===== src/rtl/image_scan_controller_if.sv =====
// Pixel stream bundle for the scan controller: input valid/ready with pixel, output
// valid/ready with pixel, coordinates and frame markers.
`default_nettype none

interface image_scan_controller_if #(
  parameter int DATA_W = 16,
  parameter int X_W    = 4,
  parameter int Y_W    = 4
) ();
  logic              in_valid;
  logic              in_ready;
  logic [DATA_W-1:0] data_in;
  logic              out_valid;
  logic              out_ready;
  logic [DATA_W-1:0] data_out;
  logic [X_W-1:0]    x_out;
  logic [Y_W-1:0]    y_out;
  logic              sof;
  logic              eol;
  logic              eof;

  modport master (
    output in_valid, data_in, out_ready,
    input  in_ready, out_valid, data_out, x_out, y_out, sof, eol, eof
  );

  modport slave (
    input  in_valid, data_in, out_ready,
    output in_ready, out_valid, data_out, x_out, y_out, sof, eol, eof
  );
endinterface

`default_nettype wire


===== src/rtl/image_scan_controller.sv =====
// Raster/serpentine scan controller: tags each accepted pixel with (x, y) and
// sof/eol/eof, and presents it through a single registered output stage.
`default_nettype none

module image_scan_controller #(
  parameter int H_PIXELS = 16,
  parameter int V_LINES  = 16,
  parameter int DATA_W   = 16,
  parameter int X_W      = $clog2(H_PIXELS),
  parameter int Y_W      = $clog2(V_LINES)
) (
  input  wire logic clk,
  input  wire logic nrst,
  input  wire logic start,
  input  wire logic clear,
  input  wire logic mode,
  output logic      busy,
  output logic      done,
  image_scan_controller_if.slave pix
);

  typedef enum logic [1:0] {
    IDLE = 2'd0,
    SCAN = 2'd1,
    DONE = 2'd2
  } state_t;

  localparam logic [X_W-1:0] X_LAST = X_W'(H_PIXELS - 1);
  localparam logic [Y_W-1:0] Y_LAST = Y_W'(V_LINES - 1);

  state_t         state;
  state_t         state_nxt;
  logic [X_W-1:0] x;
  logic [X_W-1:0] x_nxt;
  logic [Y_W-1:0] y;
  logic [Y_W-1:0] y_nxt;
  logic           mode_q;
  logic           out_valid_q;
  logic           accept;
  logic           launch;
  logic           odd_line;
  logic           line_end;
  logic           frame_end;

  assign pix.in_ready  = (state == SCAN) & (~out_valid_q | pix.out_ready);
  assign pix.out_valid = out_valid_q;
  assign accept        = pix.in_valid & pix.in_ready;
  // A new frame may only begin once any previous frame's last pixel has drained.
  assign launch        = start & ((state == IDLE) | ((state == DONE) & ~out_valid_q));
  assign odd_line      = mode_q & y[0];
  assign line_end      = odd_line ? (x == '0) : (x == X_LAST);
  assign frame_end     = line_end & (y == Y_LAST);
  assign busy          = (state == SCAN);
  assign done          = (state == DONE) & ~out_valid_q;

  always_ff @(posedge clk or negedge nrst) begin
    if (!nrst) begin
      state <= IDLE;
    end else begin
      state <= state_nxt;
    end
  end

  always_comb begin
    state_nxt = state;
    if (clear) begin
      state_nxt = IDLE;
    end else begin
      case (state)
        IDLE:    if (launch) state_nxt = SCAN;
        SCAN:    if (accept && frame_end) state_nxt = DONE;
        DONE:    if (launch) state_nxt = SCAN;
        default: state_nxt = IDLE;
      endcase
    end
  end

  // Serpentine keeps x at a line end so the next line starts in the same column.
  always_comb begin
    x_nxt = x;
    y_nxt = y;
    if (line_end) begin
      y_nxt = y + Y_W'(1);
      x_nxt = mode_q ? x : '0;
    end else if (odd_line) begin
      x_nxt = x - X_W'(1);
    end else begin
      x_nxt = x + X_W'(1);
    end
  end

  always_ff @(posedge clk or negedge nrst) begin
    if (!nrst) begin
      x      <= '0;
      y      <= '0;
      mode_q <= 1'b0;
    end else if (clear) begin
      x <= '0;
      y <= '0;
    end else if (launch) begin
      x      <= '0;
      y      <= '0;
      mode_q <= mode;
    end else if (accept) begin
      if (frame_end) begin
        x <= '0;
        y <= '0;
      end else begin
        x <= x_nxt;
        y <= y_nxt;
      end
    end
  end

  always_ff @(posedge clk or negedge nrst) begin
    if (!nrst) begin
      out_valid_q  <= 1'b0;
      pix.data_out <= '0;
      pix.x_out    <= '0;
      pix.y_out    <= '0;
      pix.sof      <= 1'b0;
      pix.eol      <= 1'b0;
      pix.eof      <= 1'b0;
    end else if (clear) begin
      out_valid_q <= 1'b0;
    end else if (accept) begin
      out_valid_q  <= 1'b1;
      pix.data_out <= pix.data_in;
      pix.x_out    <= x;
      pix.y_out    <= y;
      pix.sof      <= (x == '0) & (y == '0);
      pix.eol      <= line_end;
      pix.eof      <= frame_end;
    end else if (pix.out_ready) begin
      out_valid_q <= 1'b0;
    end
  end

endmodule

`default_nettype wire


===== src/flat_wrapper.sv =====
// flat-port wrapper written by rule: the top's interface ports become plain ports
module image_scan_controller_flat 
#(
  parameter int H_PIXELS = 16,
  parameter int V_LINES  = 16,
  parameter int DATA_W   = 16,
  parameter int X_W      = $clog2(H_PIXELS),
  parameter int Y_W      = $clog2(V_LINES)
)
  (clk, nrst, start, clear, mode, busy, done, pix_in_valid, pix_data_in, pix_out_ready, pix_in_ready, pix_out_valid, pix_data_out, pix_x_out, pix_y_out, pix_sof, pix_eol, pix_eof);
  image_scan_controller_if #(.DATA_W(DATA_W), .X_W(X_W), .Y_W(Y_W)) pix_i ();
  input  wire logic clk;
  input  wire logic nrst;
  input  wire logic start;
  input  wire logic clear;
  input  wire logic mode;
  output logic busy;
  output logic done;
  input wire logic [$bits(pix_i.in_valid)-1:0] pix_in_valid;
  input wire logic [$bits(pix_i.data_in)-1:0] pix_data_in;
  input wire logic [$bits(pix_i.out_ready)-1:0] pix_out_ready;
  output wire logic [$bits(pix_i.in_ready)-1:0] pix_in_ready;
  output wire logic [$bits(pix_i.out_valid)-1:0] pix_out_valid;
  output wire logic [$bits(pix_i.data_out)-1:0] pix_data_out;
  output wire logic [$bits(pix_i.x_out)-1:0] pix_x_out;
  output wire logic [$bits(pix_i.y_out)-1:0] pix_y_out;
  output wire logic [$bits(pix_i.sof)-1:0] pix_sof;
  output wire logic [$bits(pix_i.eol)-1:0] pix_eol;
  output wire logic [$bits(pix_i.eof)-1:0] pix_eof;
  assign pix_i.in_valid = pix_in_valid;
  assign pix_i.data_in = pix_data_in;
  assign pix_i.out_ready = pix_out_ready;
  assign pix_in_ready = pix_i.in_ready;
  assign pix_out_valid = pix_i.out_valid;
  assign pix_data_out = pix_i.data_out;
  assign pix_x_out = pix_i.x_out;
  assign pix_y_out = pix_i.y_out;
  assign pix_sof = pix_i.sof;
  assign pix_eol = pix_i.eol;
  assign pix_eof = pix_i.eof;
  image_scan_controller #(.H_PIXELS(H_PIXELS), .V_LINES(V_LINES), .DATA_W(DATA_W), .X_W(X_W), .Y_W(Y_W)) u_core (.clk(clk), .nrst(nrst), .start(start), .clear(clear), .mode(mode), .busy(busy), .done(done), .pix(pix_i));
endmodule

===== config.mk =====
export PLATFORM = sky130hd
export DESIGN_NAME = image_scan_controller_flat
export DESIGN_NICKNAME = d
export VERILOG_FILES = /design/src/rtl/image_scan_controller_if.sv /design/src/rtl/image_scan_controller.sv /design/src/flat_wrapper.sv
export SDC_FILE = /design/constraint.sdc
export NUM_CORES = 1
export LEC_CHECK = 0
export ABC_AREA = 1
export CAP_MARGIN = 25
export CORE_MARGIN = 2
export CORE_UTILIZATION = 30
export DETAILED_ROUTE_END_ITERATION = 7
export SYNTH_ARGS = -nofsm -noshare
export SYNTH_HDL_FRONTEND = slang
export SYNTH_SLANG_ARGS = --single-unit
export TNS_END_PERCENT = 10

===== constraint.sdc =====
create_clock -name clk -period 1.5 [get_ports clk]
set_input_delay 0.225 -clock clk [delete_from_list [all_inputs] [get_ports clk]]
set_output_delay 0.225 -clock clk [all_outputs]
set_load 0.005 [all_outputs]

### Yosys cells after proc, flatten, opt, wreduce, memory -nomap -nowiden

Cells that the tools add are included.
W data, S select, Z words.

| cells by class | value |
|---|---|
| add/subtract/negate cells | 3 |
| equal/unequal tests | 7 |
| bitwise operators | 11 |
| reductions and logical operators | 13 |
| muxes and demuxes | 20 |

Operators by type and width:

| kind | number |
|---|---|
| $mux W4 | 12 |
| $reduce_and A2 Y1 | 5 |
| $add A4 B1 Y4 const B | 2 |
| $eq A4 B4 Y1 const B | 2 |
| $logic_not A4 Y1 | 2 |
| $and A1 B1 Y1 | 7 |
| $mux W2 | 3 |
| $reduce_bool A3 Y1 | 2 |
| $ne A5 B5 Y1 const B | 1 |
| $mux W1 | 4 |
| $pmux W2 S2 | 1 |
| $reduce_bool A4 Y1 | 1 |
| $sub A4 B1 Y4 const B | 1 |
| $ne A3 B1 Y1 const B | 1 |
| $ne A3 B2 Y1 const B | 1 |
| $eq A2 B1 Y1 const B | 1 |
| $eq A2 B2 Y1 const B | 1 |
| $logic_not A2 Y1 | 1 |
| $not A1 Y1 | 2 |
| $or A1 B1 Y1 | 2 |
| $reduce_or A2 Y1 | 1 |
| $logic_and A1 B1 Y1 | 1 |

| storage, ports and cells | value |
|---|---|
| bits of input ports | 23 |
| word-level logic and storage cells | 65 |
| register bits after elaboration | 39 |
| output and inout bits | 31 |

### Depth between registers and ports, before layout

Gate-level depths: netlist (run 1).

| depth | value |
|---|---|
| word-level depth | 8 |
| gate-level depth with buffers | 10 |
| gate-level depth less buffers | 10 |

### Worst setup path after synthesis (run 1)

No wires, ideal clock.

| path | value |
|---|---|
| path kind | register -> register |
| from | register u_core.y[0] |
| to | register u_core.x[3] |
| slack | 0.107 ns |
| period minus slack after synthesis | 1.393 ns |
| cell stages (with the launch flop) | 8 |
| library setup time | 0.117 ns |
| buffers on the path | 0 |
| required time | 1.383 ns |
| arrival time | 1.276 ns |
| cell sequence | dfrtp_1 nand2_2 inv_2 ha_1 a31oi_1 nand3b_1 nand3_1 nand2_1 |

| on the way | value |
|---|---|
| word-level cells in the longest chain between the ends | 7 |
| elaborated cells between the ends (all ways) | 12 |
| those cells by class | eq/ne (2); mux (7); bitwise (2); reduce/logical (1) |

Ends and longest elaborated chain:

| item | RTL line | source |
|---|---|---|
| start: declaration | image_scan_controller.sv:35 | `logic [Y_W-1:0] y;` |
| start signal: assignment | image_scan_controller.sv:110 | `y <= y_nxt;` |
| $and A1 B1 Y1 | image_scan_controller.sv:50 | `assign odd_line = mode_q & y[0];` |
| $mux W4 or $mux W1 (tied branches) | image_scan_controller.sv:85, image_scan_controller.sv:51 |  |
| $mux W4 or $and A1 B1 Y1 (tied branches) | image_scan_controller.sv:82, image_scan_controller.sv:52 |  |
| $mux W4 | image_scan_controller.sv:105 | `if (frame_end) begin` |
| $mux W4 | image_scan_controller.sv:104 | `end else if (accept) begin` |
| $mux W4 | image_scan_controller.sv:100 | `end else if (launch) begin` |
| $mux W4 | image_scan_controller.sv:97 | `end else if (clear) begin` |
| end signal: assignment | image_scan_controller.sv:109 | `x <= x_nxt;` |
| end: declaration | image_scan_controller.sv:33 | `logic [X_W-1:0] x;` |

Several ways; a longest one is shown, not always the timed one. The select of a mux whose other input is x is not followed.
A chain may end at the register's enable or synchronous reset.

### Worst setup path after layout (run 1)

| path | value |
|---|---|
| from | register u_core.mode_q |
| to | register u_core.x[3] |

| on the way | value |
|---|---|
| word-level cells in the longest chain between the ends | 7 |
| elaborated cells between the ends (all ways) | 11 |
| those cells by class | eq/ne (1); mux (7); bitwise (2); reduce/logical (1) |

Ends and longest elaborated chain:

| item | RTL line | source |
|---|---|---|
| start: declaration | image_scan_controller.sv:37 | `logic mode_q;` |
| start signal: assignment | image_scan_controller.sv:103 | `mode_q <= mode;` |
| $and A1 B1 Y1 | image_scan_controller.sv:50 |  |
| $mux W4 or $mux W1 (tied branches) | image_scan_controller.sv:85, image_scan_controller.sv:51 |  |
| $mux W4 or $and A1 B1 Y1 (tied branches) | image_scan_controller.sv:82, image_scan_controller.sv:52 |  |
| $mux W4 | image_scan_controller.sv:105 |  |
| $mux W4 | image_scan_controller.sv:104 |  |
| $mux W4 | image_scan_controller.sv:100 |  |
| $mux W4 | image_scan_controller.sv:97 |  |

Several ways; a longest one is shown, not always the timed one. The select of a mux whose other input is x is not followed.

==> impl_metrics.env, run 1 <==
export IMPL_cts_root_buffer_cell="sky130_fd_sc_hd__clkbuf_8"
export IMPL_report_power_total_mw=3.43
export IMPL_whs_ns=0.437
export IMPL_critPathSlowestCell="sky130_fd_sc_hd__dfrtp_1"
export IMPL_yosys_area_top_type_share_pct=52.5
export IMPL_fp_dieW_um=82.8
export IMPL_synthMostInstantiatedCell="sky130_fd_sc_hd__nand2_1"
export IMPL_tritoncts="done"
export IMPL_timing_critical_path_fanout_max=4
export IMPL_initial_core_utilization_pct=31.2
export IMPL_cts_htree_levels=2
export IMPL_max_freq_mhz=671
export IMPL_drt_wl_total_mm=4.14
export IMPL_max_cap_violations=0
export IMPL_clkTransAtPathRegs_ns=0.08
export IMPL_largest_net_degree_at_the_start_of_global_routing=40
export IMPL_worst_ir_drop_vdd_mv=0.552
export IMPL_critical_path_top_delay_family="flip-flops"
export IMPL_via_count=1664
export IMPL_detail_route_drc_violations=0
export IMPL_synthTopCellsByCount="sky130_fd_sc_hd__nand2_1, sky130_fd_sc_hd__dfrtp_1, sky130_fd_sc_hd__inv_1, sky130_fd_sc_hd__nor2_1, sky130_fd_sc_hd__nand3_1"
export IMPL_yosys_top_cells_area="sky130_fd_sc_hd__dfrtp_1, sky130_fd_sc_hd__nand2_1, sky130_fd_sc_hd__ha_1"
export IMPL_outcome="finished clean"
export IMPL_hold_viol_final=0
export IMPL_syn_area_per_cell_um2=8.46
export IMPL_clk_latency_ns=0.29
export IMPL_yosys_area_top_type="sky130_fd_sc_hd__dfrtp_1"
export IMPL_worst_r2r_start="u_core.mode_q"
export IMPL_drive_gt1_share_pct=19.2
export IMPL_floorplan_die_height_um=82.8
export IMPL_finalSetupViolCount=0
export IMPL_placeableCoreArea_um2=5960
export IMPL_hpwl_mm=3.08
export IMPL_synthesis_nets=247
export IMPL_register_to_register_setup_slack_ns=0.01
export IMPL_yosys_cell_types_count=28
export IMPL_min_period_over_period_pct=99.3
export IMPL_worst_skew_ns=0.00369
export IMPL_finalWorstPathRequiredPeriod_ns=1.49
export IMPL_viasPerCell=4.47
export IMPL_finalWeightedCongestion=0.758
export IMPL_slew_limit_headroom_pct=84.9
export IMPL_rsz_0062_raised_after_global_routing="yes"
export IMPL_grt_antenna_before_repair=0
export IMPL_grt_first_pass_wirelength_mm=6.91
export IMPL_worst_ep_arrival_time_ns=1.67
export IMPL_drt_antenna_violating_nets=0
export IMPL_synth_async_sr_flop_share_pct=100
export IMPL_tightestPinTransition_ns=0.227
export IMPL_drt_pass1_iterations=4
export IMPL_r2r_worst_path_cells=7
export IMPL_setup_worst_path_end_class="flop"
export IMPL_first_global_vias=1597
export IMPL_synth_enable_flop_cells=0
export IMPL_avgRoutedWirePerCell_um=11.1
export IMPL_crit_type="flop to flop"
export IMPL_slew_viol_final=0
export IMPL_cts_sinks=39
export IMPL_worstHoldPathType="input port to asynchronous set/reset pin"
export IMPL_floorplan_die_area_um2=6850
export IMPL_area_delta_synth_final_pct=50.0
export IMPL_worst_path_largest_cell_delay_ns=0.41
export IMPL_netlist_area_um2=1860
export IMPL_numCtsBuffers=5
export IMPL_postSynthRegisterBits=39
export IMPL_ff_to_ff_end="u_core.x[3]"
export IMPL_synth_seq_area_share_pct=52.5
export IMPL_num_rows=28
export IMPL_powerDensity_nw_per_um2=1230
export IMPL_syn_instance_count=220
export IMPL_grt_use_total_pct=13.0
export IMPL_clock_path_buffers=2
export IMPL_worstSetupStartpointType="flop"
export IMPL_num_antenna_cells=0
export IMPL_reported_leakage_power_nw=1.37
export IMPL_gr_total_overflow=0
export IMPL_yosys_warnings=0
export IMPL_synth_top_flop_cell="sky130_fd_sc_hd__dfrtp_1"
export IMPL_ios=54
export IMPL_first_iter_violations=67
export IMPL_worstPathRequired_ns=1.68
export IMPL_worstPathCellList="nand2_2 -> inv_2 -> ha_1 -> a31oi_1 -> nand3b_1 -> nand3_1 -> nand2_1"
export IMPL_worstPathBufferInverterCount=1
export IMPL_fin_nets=323
export IMPL_place_port_buffers=53
[placed cells by master (no fill, tap or decap), drive strengths merged, types with 7 or more instances in the layout]
cell type / instances
nor2: 14
clkbuf: 7
o21ai: 14
nand4: 7
nand3: 9
nand2: 97
buf: 22
dfrtp: 39
inv: 19
clkdlybuf4s50: 49
[worst min-delay path, cell delays in order]
cell and delay (ns):
sky130_fd_sc_hd__dlygate4sd3_1 0.53, sky130_fd_sc_hd__buf_2 0.12, sky130_fd_sc_hd__buf_12 0.22
[how the worst max path moves through the flow]
stage / cells after the start / to / from
after floorplan: 7 / u_core.x[3] / u_core.y[0]
after global placement: 4 / pix_in_ready / pix_out_ready
after detailed placement: 4 / pix_in_ready / pix_out_ready
after CTS: 2 / done / u_core.pix.out_valid
after global routing: 7 / u_core.x[3] / u_core.mode_q
final: 7 / u_core.x[3] / u_core.mode_q
[layout make-up]
| type | instances | area [um^2] |
|---|---|---|
| inverters | 19 | 71.3 |
| repair buffers | 75 | 728 |
| fillers | 594 | 3160 |
| well taps | 75 | 93.8 |
| clock buffers | 6 | 72.6 |
| multi-input cells | 156 | 788 |
| clock inverters | 2 | 60.1 |
| flip-flops and latches | 39 | 977 |
[state kept, by name (all words and copies together) (netlist names)]
| register | count |
|---|---|
| u_core.state | 2 |
| u_core.pix.sof | 1 |
| u_core.y | 4 |
| u_core.mode_q | 1 |
| u_core.pix.out_valid | 1 |
| u_core.pix.y_out | 4 |
| u_core.x | 4 |
| u_core.pix.x_out | 4 |
| u_core.pix.eol | 1 |
| u_core.pix.eof | 1 |
| u_core.pix.data_out | 16 |
[report_power, final]
| part | leakage (nW) | internal [mW] | total, mW | switching (mW) |
|---|---|---|---|---|
| combinational | 0.801 | 0.582 | 0.999 | 0.416 |
| sequential | 0.507 | 1.26 | 1.40 | 0.133 |
| clock | 0.0654 | 0.665 | 1.03 | 0.370 |
[stage by stage]
step                      cell area, um^2  instances  TNS [ns]  util (%)  worst slack, ns
final                                2790        372         0      46.9           0.0108
after global routing                 2790        372    -0.192      46.9          -0.0696
after CTS                            2780        372    -0.186      46.7           -0.169
after detailed placement             2630        362     -1.30      44.2           -0.105
after global placement               2630        362    -0.646      44.2          -0.0866
after floorplan                      1860        220         0         -            0.107
[kinds of logic after synthesis]
kind of cell,synth area share [%]
adders and majority gates,2.69
buffers and inverters,5.85
muxes,0.605
and+or+nand+nor,30.9
xor gates and xnor gates,0.942
DFF,52.5
AOI/OAI and AO/OA,6.59
[routing by layer]
metal	GRT usage, %	part of all wire (%)
met3	3.04	4.5
met4	4.59	1.2
met1	16.9	48
met2	21.3	46
met5	0	0
[repair_timing]
item | in CTS | in global routing
hold buffers | 1 | 0
endpoints found under the hold margin | 39 | 0
resized for setup | 3 | 7
gates cloned | 0 | 0
setup endpoints to repair | 3 | 10
buffers inserted | 1 | 0
(Power assumes the default switching activity.)
==> inputs of run 2 (changes only) <==
--- a/config.mk
+++ b/config.mk
@@ -5,7 +5,7 @@
 export SDC_FILE = /design/constraint.sdc
 export NUM_CORES = 1
 export LEC_CHECK = 0
-export ABC_AREA = 1
+export ABC_AREA = 0
 export CAP_MARGIN = 25
 export CORE_MARGIN = 2
 export CORE_UTILIZATION = 30
==> constraint.sdc (replaced) <==
create_clock -name clk -period 1.8 [get_ports clk]
set_input_delay 0.27 -clock clk [delete_from_list [all_inputs] [get_ports clk]]
set_output_delay 0.27 -clock clk [all_outputs]
set_load 0.005 [all_outputs]
==> run 2 against run 1 <==
Against the previous run:
- synthesized cell count shrank 32%
- via count is 16% lower
- worst hold slack worse by 0.41 ns
- worst setup slack better by 0.047 ns
- critical path depth is the same
==> impl_metrics.env, run 2 <==
export IMPL_via_count=1392
export IMPL_num_rows=28
export IMPL_place_port_buffers=53
export IMPL_detailedPlace_worstSlack_ns=-0.0891
export IMPL_flip_flop_count_of_the_largest_register_all_copies_and_words_added=16
export IMPL_yosys_area_top_type="sky130_fd_sc_hd__dfrtp_1"
export IMPL_register_to_register_setup_slack_ns=0.06
export IMPL_area_delta_synth_final_pct=50.0
export IMPL_finalSetupViolCount=0
export IMPL_max_freq_mhz=574
export IMPL_yosys_top_cells_area="sky130_fd_sc_hd__dfrtp_1, sky130_fd_sc_hd__mux2_2, sky130_fd_sc_hd__ha_1"
export IMPL_min_period_over_period_pct=96.8
export IMPL_path_depth=7
export IMPL_fin_nets=251
export IMPL_report_power_total_mw=2.32
export IMPL_synth_async_sr_flop_share_pct=100
export IMPL_drive_gt1_share_pct=26.2
export IMPL_critPathSlowestCell="sky130_fd_sc_hd__dfrtp_1"
export IMPL_largest_net_degree_at_the_start_of_global_routing=40
export IMPL_slew_limit_headroom_pct=67.2
export IMPL_worst_ir_drop_vdd_mv=0.480
export IMPL_netlist_area_um2=1790
export IMPL_cts_hold_buffers_added=0
export IMPL_finalWorstPathRequiredPeriod_ns=1.74
export IMPL_numCtsBuffers=5
export IMPL_final_cell_mix="sky130_fd_sc_hd__clkdlybuf4s50_1, sky130_fd_sc_hd__dfrtp_1, sky130_fd_sc_hd__mux2_2"
export IMPL_synthMostInstantiatedCell="sky130_fd_sc_hd__dfrtp_1"
export IMPL_drt_pass1_iterations=4
export IMPL_final_core_utilization_pct=45.8
export IMPL_cts_root_buffer_cell="sky130_fd_sc_hd__clkbuf_8"
export IMPL_worst_ep_arrival_time_ns=1.95
export IMPL_worstPathCellList="nand2_2 -> inv_1 -> ha_1 -> a31o_2 -> a22oi_2 -> or4_1 -> o221ai_1"
export IMPL_first_iter_violations=39
export IMPL_syn_instance_count=150
export IMPL_yosys_area_top_type_share_pct=54.7
export IMPL_fin_tns_setup_ns=0
export IMPL_initial_core_utilization_pct=30.5
export IMPL_num_antenna_cells=0
export IMPL_grt_antenna_before_repair=0
export IMPL_grt_use_total_pct=12.9
export IMPL_clkTransAtPathRegs_ns=0.08
export IMPL_grt_met1_usage_pct=16.6
export IMPL_worstSetupStartpointType="flop"
export IMPL_ff_to_ff_end="u_core.x[3]"
export IMPL_worstPathRequired_ns=2.00
export IMPL_cts_sinks=39
export IMPL_tightestPinTransition_ns=0.492
export IMPL_cp_endpoint="u_core.x[3]"
export IMPL_synthTopCellsByCount="sky130_fd_sc_hd__dfrtp_1, sky130_fd_sc_hd__mux2_2, sky130_fd_sc_hd__nand2_1, sky130_fd_sc_hd__inv_1, sky130_fd_sc_hd__o21ai_0"
export IMPL_worst_path_largest_cell_delay_ns=0.43
export IMPL_yosys_warnings=0
export IMPL_slew_viol_final=0
export IMPL_crit_type="flop to flop"
export IMPL_rsz_0062_raised_after_global_routing="yes"
export IMPL_reported_leakage_power_nw=1.20
export IMPL_cts_htree_levels=2
export IMPL_fill_cells=574
export IMPL_tritoncts="done"
export IMPL_largest_register="u_core.pix.data_out"
export IMPL_worst_r2r_start="u_core.y[0]"
export IMPL_outcome="finished clean"
export IMPL_floorplan_die_height_um=81.1
export IMPL_final_setup_worst_slack_ns=0.0579
export IMPL_synthesis_nets=177
export IMPL_global_route_usage_met3_pct=3.44
export IMPL_grt_first_pass_wirelength_mm=6.47
export IMPL_hold_viol_final=0
export IMPL_r2r_worst_path_cells=7
export IMPL_syn_area_per_cell_um2=11.9
export IMPL_use_met2_pct=21.2
export IMPL_gr_total_overflow=0
export IMPL_synth_enable_flop_cells=0
export IMPL_setup_worst_path_end_class="flop"
export IMPL_placeableCoreArea_um2=5850
export IMPL_worst_skew_ns=0.00440
export IMPL_synth_seq_area_share_pct=54.7
export IMPL_synth_top_flop_cell="sky130_fd_sc_hd__dfrtp_1"
export IMPL_floorplan_die_area_um2=6580
export IMPL_hpwl_mm=2.89
export IMPL_avgRoutedWirePerCell_um=13.1
export IMPL_ios=54
export IMPL_grt_busiest_layer="met2"
export IMPL_whs_ns=0.0275
export IMPL_yosys_cell_types_count=38
export IMPL_powerDensity_nw_per_um2=866
export IMPL_first_global_vias=1406
export IMPL_viasPerCell=4.64
export IMPL_drt_antenna_violating_nets=0
export IMPL_critical_path_top_delay_family="simple AND/OR/NAND/NOR gates"
export IMPL_mostFrequentLayoutCell="sky130_fd_sc_hd__clkdlybuf4s50_1"
export IMPL_worstHoldPathType="input port to asynchronous set/reset pin"
export IMPL_timing_critical_path_fanout_max=4
export IMPL_critPathLaunch="u_core.y[0]"
export IMPL_worstPathBufferInverterCount=1
export IMPL_max_cap_violations=0
export IMPL_fp_dieW_um=81.1
export IMPL_detail_route_drc_violations=0
export IMPL_clk_latency_ns=0.29
export IMPL_clock_path_buffers=2
export IMPL_finalWeightedCongestion=0.762
export IMPL_drt_wl_total_mm=3.92
export IMPL_postSynthRegisterBits=39
-- run 2: changes by cell type after synthesis, moves of 4 or more --
| cell | delta |
|---|---|
| sky130_fd_sc_hd__a21oi_1 | +4 |
| sky130_fd_sc_hd__nor2_1 | -8 |
| sky130_fd_sc_hd__mux2_2 | +21 |
| sky130_fd_sc_hd__nand2_1 | -80 |
| sky130_fd_sc_hd__nand4_1 | -7 |
| sky130_fd_sc_hd__o21ai_1 | -7 |
| sky130_fd_sc_hd__nand2_2 | -5 |
| sky130_fd_sc_hd__nand2b_1 | +5 |
| sky130_fd_sc_hd__inv_1 | -4 |
| sky130_fd_sc_hd__inv_2 | -6 |
| sky130_fd_sc_hd__o21ai_0 | +5 |
-- run 2: how the worst min path moves through the flow --
stage,cells past startpoint,end,start
floorplan,0,u_core.mode_q,nrst
global placement,2,u_core.pix.data_out[2],nrst
detailed placement,2,u_core.pix.data_out[2],nrst
CTS,2,u_core.pix.data_out[10],nrst
global route,2,u_core.pix.data_out[13],nrst
finish,2,u_core.pix.data_out[10],nrst
-- run 2: layout make-up --
cell class	instances	area, um^2	share of cell area (%)
flip-flops and latches	39	976	36.4
multi-input cells	98	792	29.6
repair buffers	71	666	24.8
clock buffers	6	82.6	3.08
clock inverters	2	35.0	1.31
well taps	75	93.8	3.50
inverters	9	33.8	1.26
-- run 2: report_power, final --
| part | total, mW | switching (mW) | internal, mW |
|---|---|---|---|
| Sequential | 1.05 | 0.0590 | 0.992 |
| Clock | 0.770 | 0.321 | 0.449 |
| Combinational | 0.500 | 0.151 | 0.349 |
-- run 2: cell families (layout without fill, tap and decap cells) --
logic type,after synthesis,count (layout),synth area share [%]
adders and majority gates,4,4,2.80
DFF,39,39,54.7
muxes,24,24,15.2
and+or+nand+nor,39,39,13.1
AOI/OAI and AO/OA,29,29,10.2
xor gates and xnor gates,2,2,0.981
buffers and inverters,13,88,3.08
-- run 2: per-stage QoR --
step                area [um^2]  cells
detailed placement         2510    291
global route               2680    300
CTS                        2640    300
floorplan                  1790    150
global placement           2510    291
finish                     2680    300
-- run 2: per-layer routing --
metal  part of all wire, %  up-vias
li1                      -      683
met1                    47      670
met2                    48       37
met3                   4.8        2
met4                  0.41        0
met5                     0        -
-- run 2: timing repair --
item                       4_1_cts  5_1_grt
resized for setup                1        8
pin swaps                        0        1
setup buffers                    1        0
setup endpoints to repair        1        5
==> inputs of run 3 (changes only) <==
--- a/config.mk
+++ b/config.mk
@@ -7,9 +7,13 @@
 export LEC_CHECK = 0
 export ABC_AREA = 0
 export CAP_MARGIN = 25
+export CELL_PAD_IN_SITES_DETAIL_PLACEMENT = 1
+export CELL_PAD_IN_SITES_GLOBAL_PLACEMENT = 1
 export CORE_MARGIN = 2
 export CORE_UTILIZATION = 30
+export CTS_CLUSTER_DIAMETER = 30
 export DETAILED_ROUTE_END_ITERATION = 7
+export PLACE_DENSITY = 0.72
 export SYNTH_ARGS = -nofsm -noshare
 export SYNTH_HDL_FRONTEND = slang
 export SYNTH_SLANG_ARGS = --single-unit
==> run 3 against run 2 <==
Against the previous run:
- fmax decreased by 0.77%
- global-route usage increased by 1.3 points
- largest cell class unchanged
- first-iteration DRC count decreased by 18%
- final cell count increased by 2.3%
- critical endpoint is now pix_in_ready
- routed wire length increased by 8.1%
- critical path type is now input port to primary output
- worst hold slack got worse by 0.0012 ns
- combinational power increased by 3%
- worst setup slack got worse by 0.013 ns
- die area unchanged
- non-clock buffer count increased by 7
- highest routed layer unchanged
==> impl_metrics.env, run 3 (synthesized netlist as in run 2, its figures left out) <==
export IMPL_min_period_over_period_pct=97.5
export IMPL_tightestPinTransition_ns=0.498
export IMPL_ios=54
export IMPL_largest_register="u_core.pix.data_out"
export IMPL_critPathSlowestCell="sky130_fd_sc_hd__clkdlybuf4s50_1"
export IMPL_via_count=1439
export IMPL_cts_root_buffer_cell="sky130_fd_sc_hd__clkbuf_8"
export IMPL_worstHoldPathType="input port to asynchronous set/reset pin"
export IMPL_rsz_0062_raised_after_global_routing="no"
export IMPL_worst_ep_arrival_time_ns=1.49
export IMPL_avgRoutedWirePerCell_um=13.8
export IMPL_place_port_buffers=53
export IMPL_slew_viol_final=0
export IMPL_floorplan_die_height_um=81.1
export IMPL_area_delta_synth_final_pct=55.2
export IMPL_whs_ns=0.0263
export IMPL_slew_limit_headroom_pct=66.8
export IMPL_flip_flop_count_of_the_largest_register_all_copies_and_words_added=16
export IMPL_gr_total_overflow=0
export IMPL_placeableCoreArea_um2=5850
export IMPL_timing_critical_path_fanout_max=5
export IMPL_first_global_vias=1562
export IMPL_fp_dieW_um=81.1
export IMPL_floorplan_die_area_um2=6580
export IMPL_crit_type="input port to primary output"
export IMPL_num_antenna_cells=0
export IMPL_reported_leakage_power_nw=1.23
export IMPL_initial_core_utilization_pct=30.5
export IMPL_worst_ir_drop_vdd_mv=0.389
export IMPL_finalWeightedCongestion=0.740
export IMPL_hold_viol_final=0
export IMPL_cts_htree_levels=2
export IMPL_drt_wl_total_mm=4.24
export IMPL_worstPathCellList="clkdlybuf4s50_1 -> nand2b_4 -> and2_1 -> clkdlybuf4s50_1"
export IMPL_detail_route_drc_violations=0
export IMPL_worstSetupStartpointType="input port"
export IMPL_grt_antenna_before_repair=0
export IMPL_number_of_instances_in_the_placed_design=296
export IMPL_worstPathRequired_ns=1.53
export IMPL_grt_first_pass_wirelength_mm=7.19
export IMPL_cts_hold_buffers_added=0
export IMPL_clock_path_buffers=2
export IMPL_clk_latency_ns=0.29
export IMPL_final_cell_mix="sky130_fd_sc_hd__clkdlybuf4s50_1, sky130_fd_sc_hd__dfrtp_1, sky130_fd_sc_hd__buf_4"
export IMPL_numCtsBuffers=5
export IMPL_crit_path_frequent_cell="sky130_fd_sc_hd__clkdlybuf4s50_1"
export IMPL_num_rows=28
export IMPL_finalWorstPathRequiredPeriod_ns=1.76
export IMPL_worst_skew_ns=0.00673
export IMPL_drt_antenna_violating_nets=0
export IMPL_grt_use_total_pct=14.3
export IMPL_setup_worst_path_end_class="primary output"
export IMPL_finalSetupViolCount=0
export IMPL_powerDensity_nw_per_um2=788
export IMPL_mostFrequentLayoutCell="sky130_fd_sc_hd__clkdlybuf4s50_1"
export IMPL_final_core_utilization_pct=47.3
export IMPL_drive_gt1_share_pct=29.7
export IMPL_largest_net_degree_at_the_start_of_global_routing=40
export IMPL_stdcell_count=307
export IMPL_outcome="finished clean"
export IMPL_fin_nets=258
export IMPL_drt_pass1_iterations=4
export IMPL_cts_sinks=39
export IMPL_clkTransAtPathRegs_ns=0.07
export IMPL_max_freq_mhz=570
export IMPL_tritoncts="done"
export IMPL_hpwl_mm=3.19
export IMPL_worst_path_largest_cell_delay_ns=0.49
export IMPL_first_iter_violations=32
export IMPL_max_cap_violations=0
export IMPL_viasPerCell=4.69
==> run 3: cell types whose count changed in the layout (fill, tap and decap cells not counted), sizes merged <==
cell           change
dlymetal6s2s       -1
buf                +7
clkinvlp           +1
bufinv             -1
clkdlybuf4s50      +1
==> run 3: stage by stage <==
step / instance area, um^2 / power, mW / TNS [ns] / worst slack [ns]
2_1_floorplan: 1790 / 1.22 / 0 / 0.123
3_3_place_gp: 2560 / 1.56 / -0.124 / -0.0489
3_5_place_dp: 2560 / 1.58 / -0.241 / -0.103
4_1_cts: 2740 / 2.22 / 0 / 0.0124
5_1_grt: 2770 / 2.30 / 0 / 0.00450
6_report: 2770 / 2.18 / 0 / 0.0444
==> run 3: path summary, 6_finish.rpt <==
| kind | slack [ns] | cells past startpoint | endpoint | start |
|---|---|---|---|---|
| setup / recovery | 0.04 | 4 | pix_in_ready | pix_out_ready |
| hold / removal | 0.03 | 2 | u_core.pix.y_out[1] | nrst |
| setup reg to reg | 0.05 | 6 | u_core.x[3] | u_core.y[0] |
| hold reg to reg | 0.48 | 2 | u_core.pix.x_out[2] | u_core.pix.x_out[2] |
| max in group asynchronous | 1.42 | 2 | u_core.y[0] | nrst |
| min in group clk | 0.48 | 2 | u_core.pix.x_out[2] | u_core.pix.x_out[2] |
==> run 3: what timing repair did <==
action | CTS | global route
buffers inserted | 3 | 0
gates resized for setup | 11 | 6
pin swaps | 4 | 1
endpoints found under the setup margin | 5 | 6
==> run 3: layout make-up <==
type,instances,area (um^2)
inverter,9,36.3
tap,75,93.8
clock buffer,6,82.6
fill,631,3080
multi-input combinational,98,833
timing repair buffer,78,732
sequential,39,976
clock inverter,2,16.3
==> run 3: worst max-delay path, delay by kind of cell <==
kind	cells	cell delay [ns]
buffers and inverters	2	0.95
AND/OR/NAND/NOR	2	0.27
==> run 3: layer usage <==
metal	part of all wire (%)	track usage, %	up-vias
met3	4.3	3.22	4
met4	0.78	3.56	0
li1	-	-	702
met5	0	0	-
met2	52	25.4	34
met1	43	17.4	699
==> run 3: where the power goes <==
group	internal [mW]	switching, mW
Combinational	0.356	0.157
Clock	0.312	0.304
Sequential	0.993	0.0597
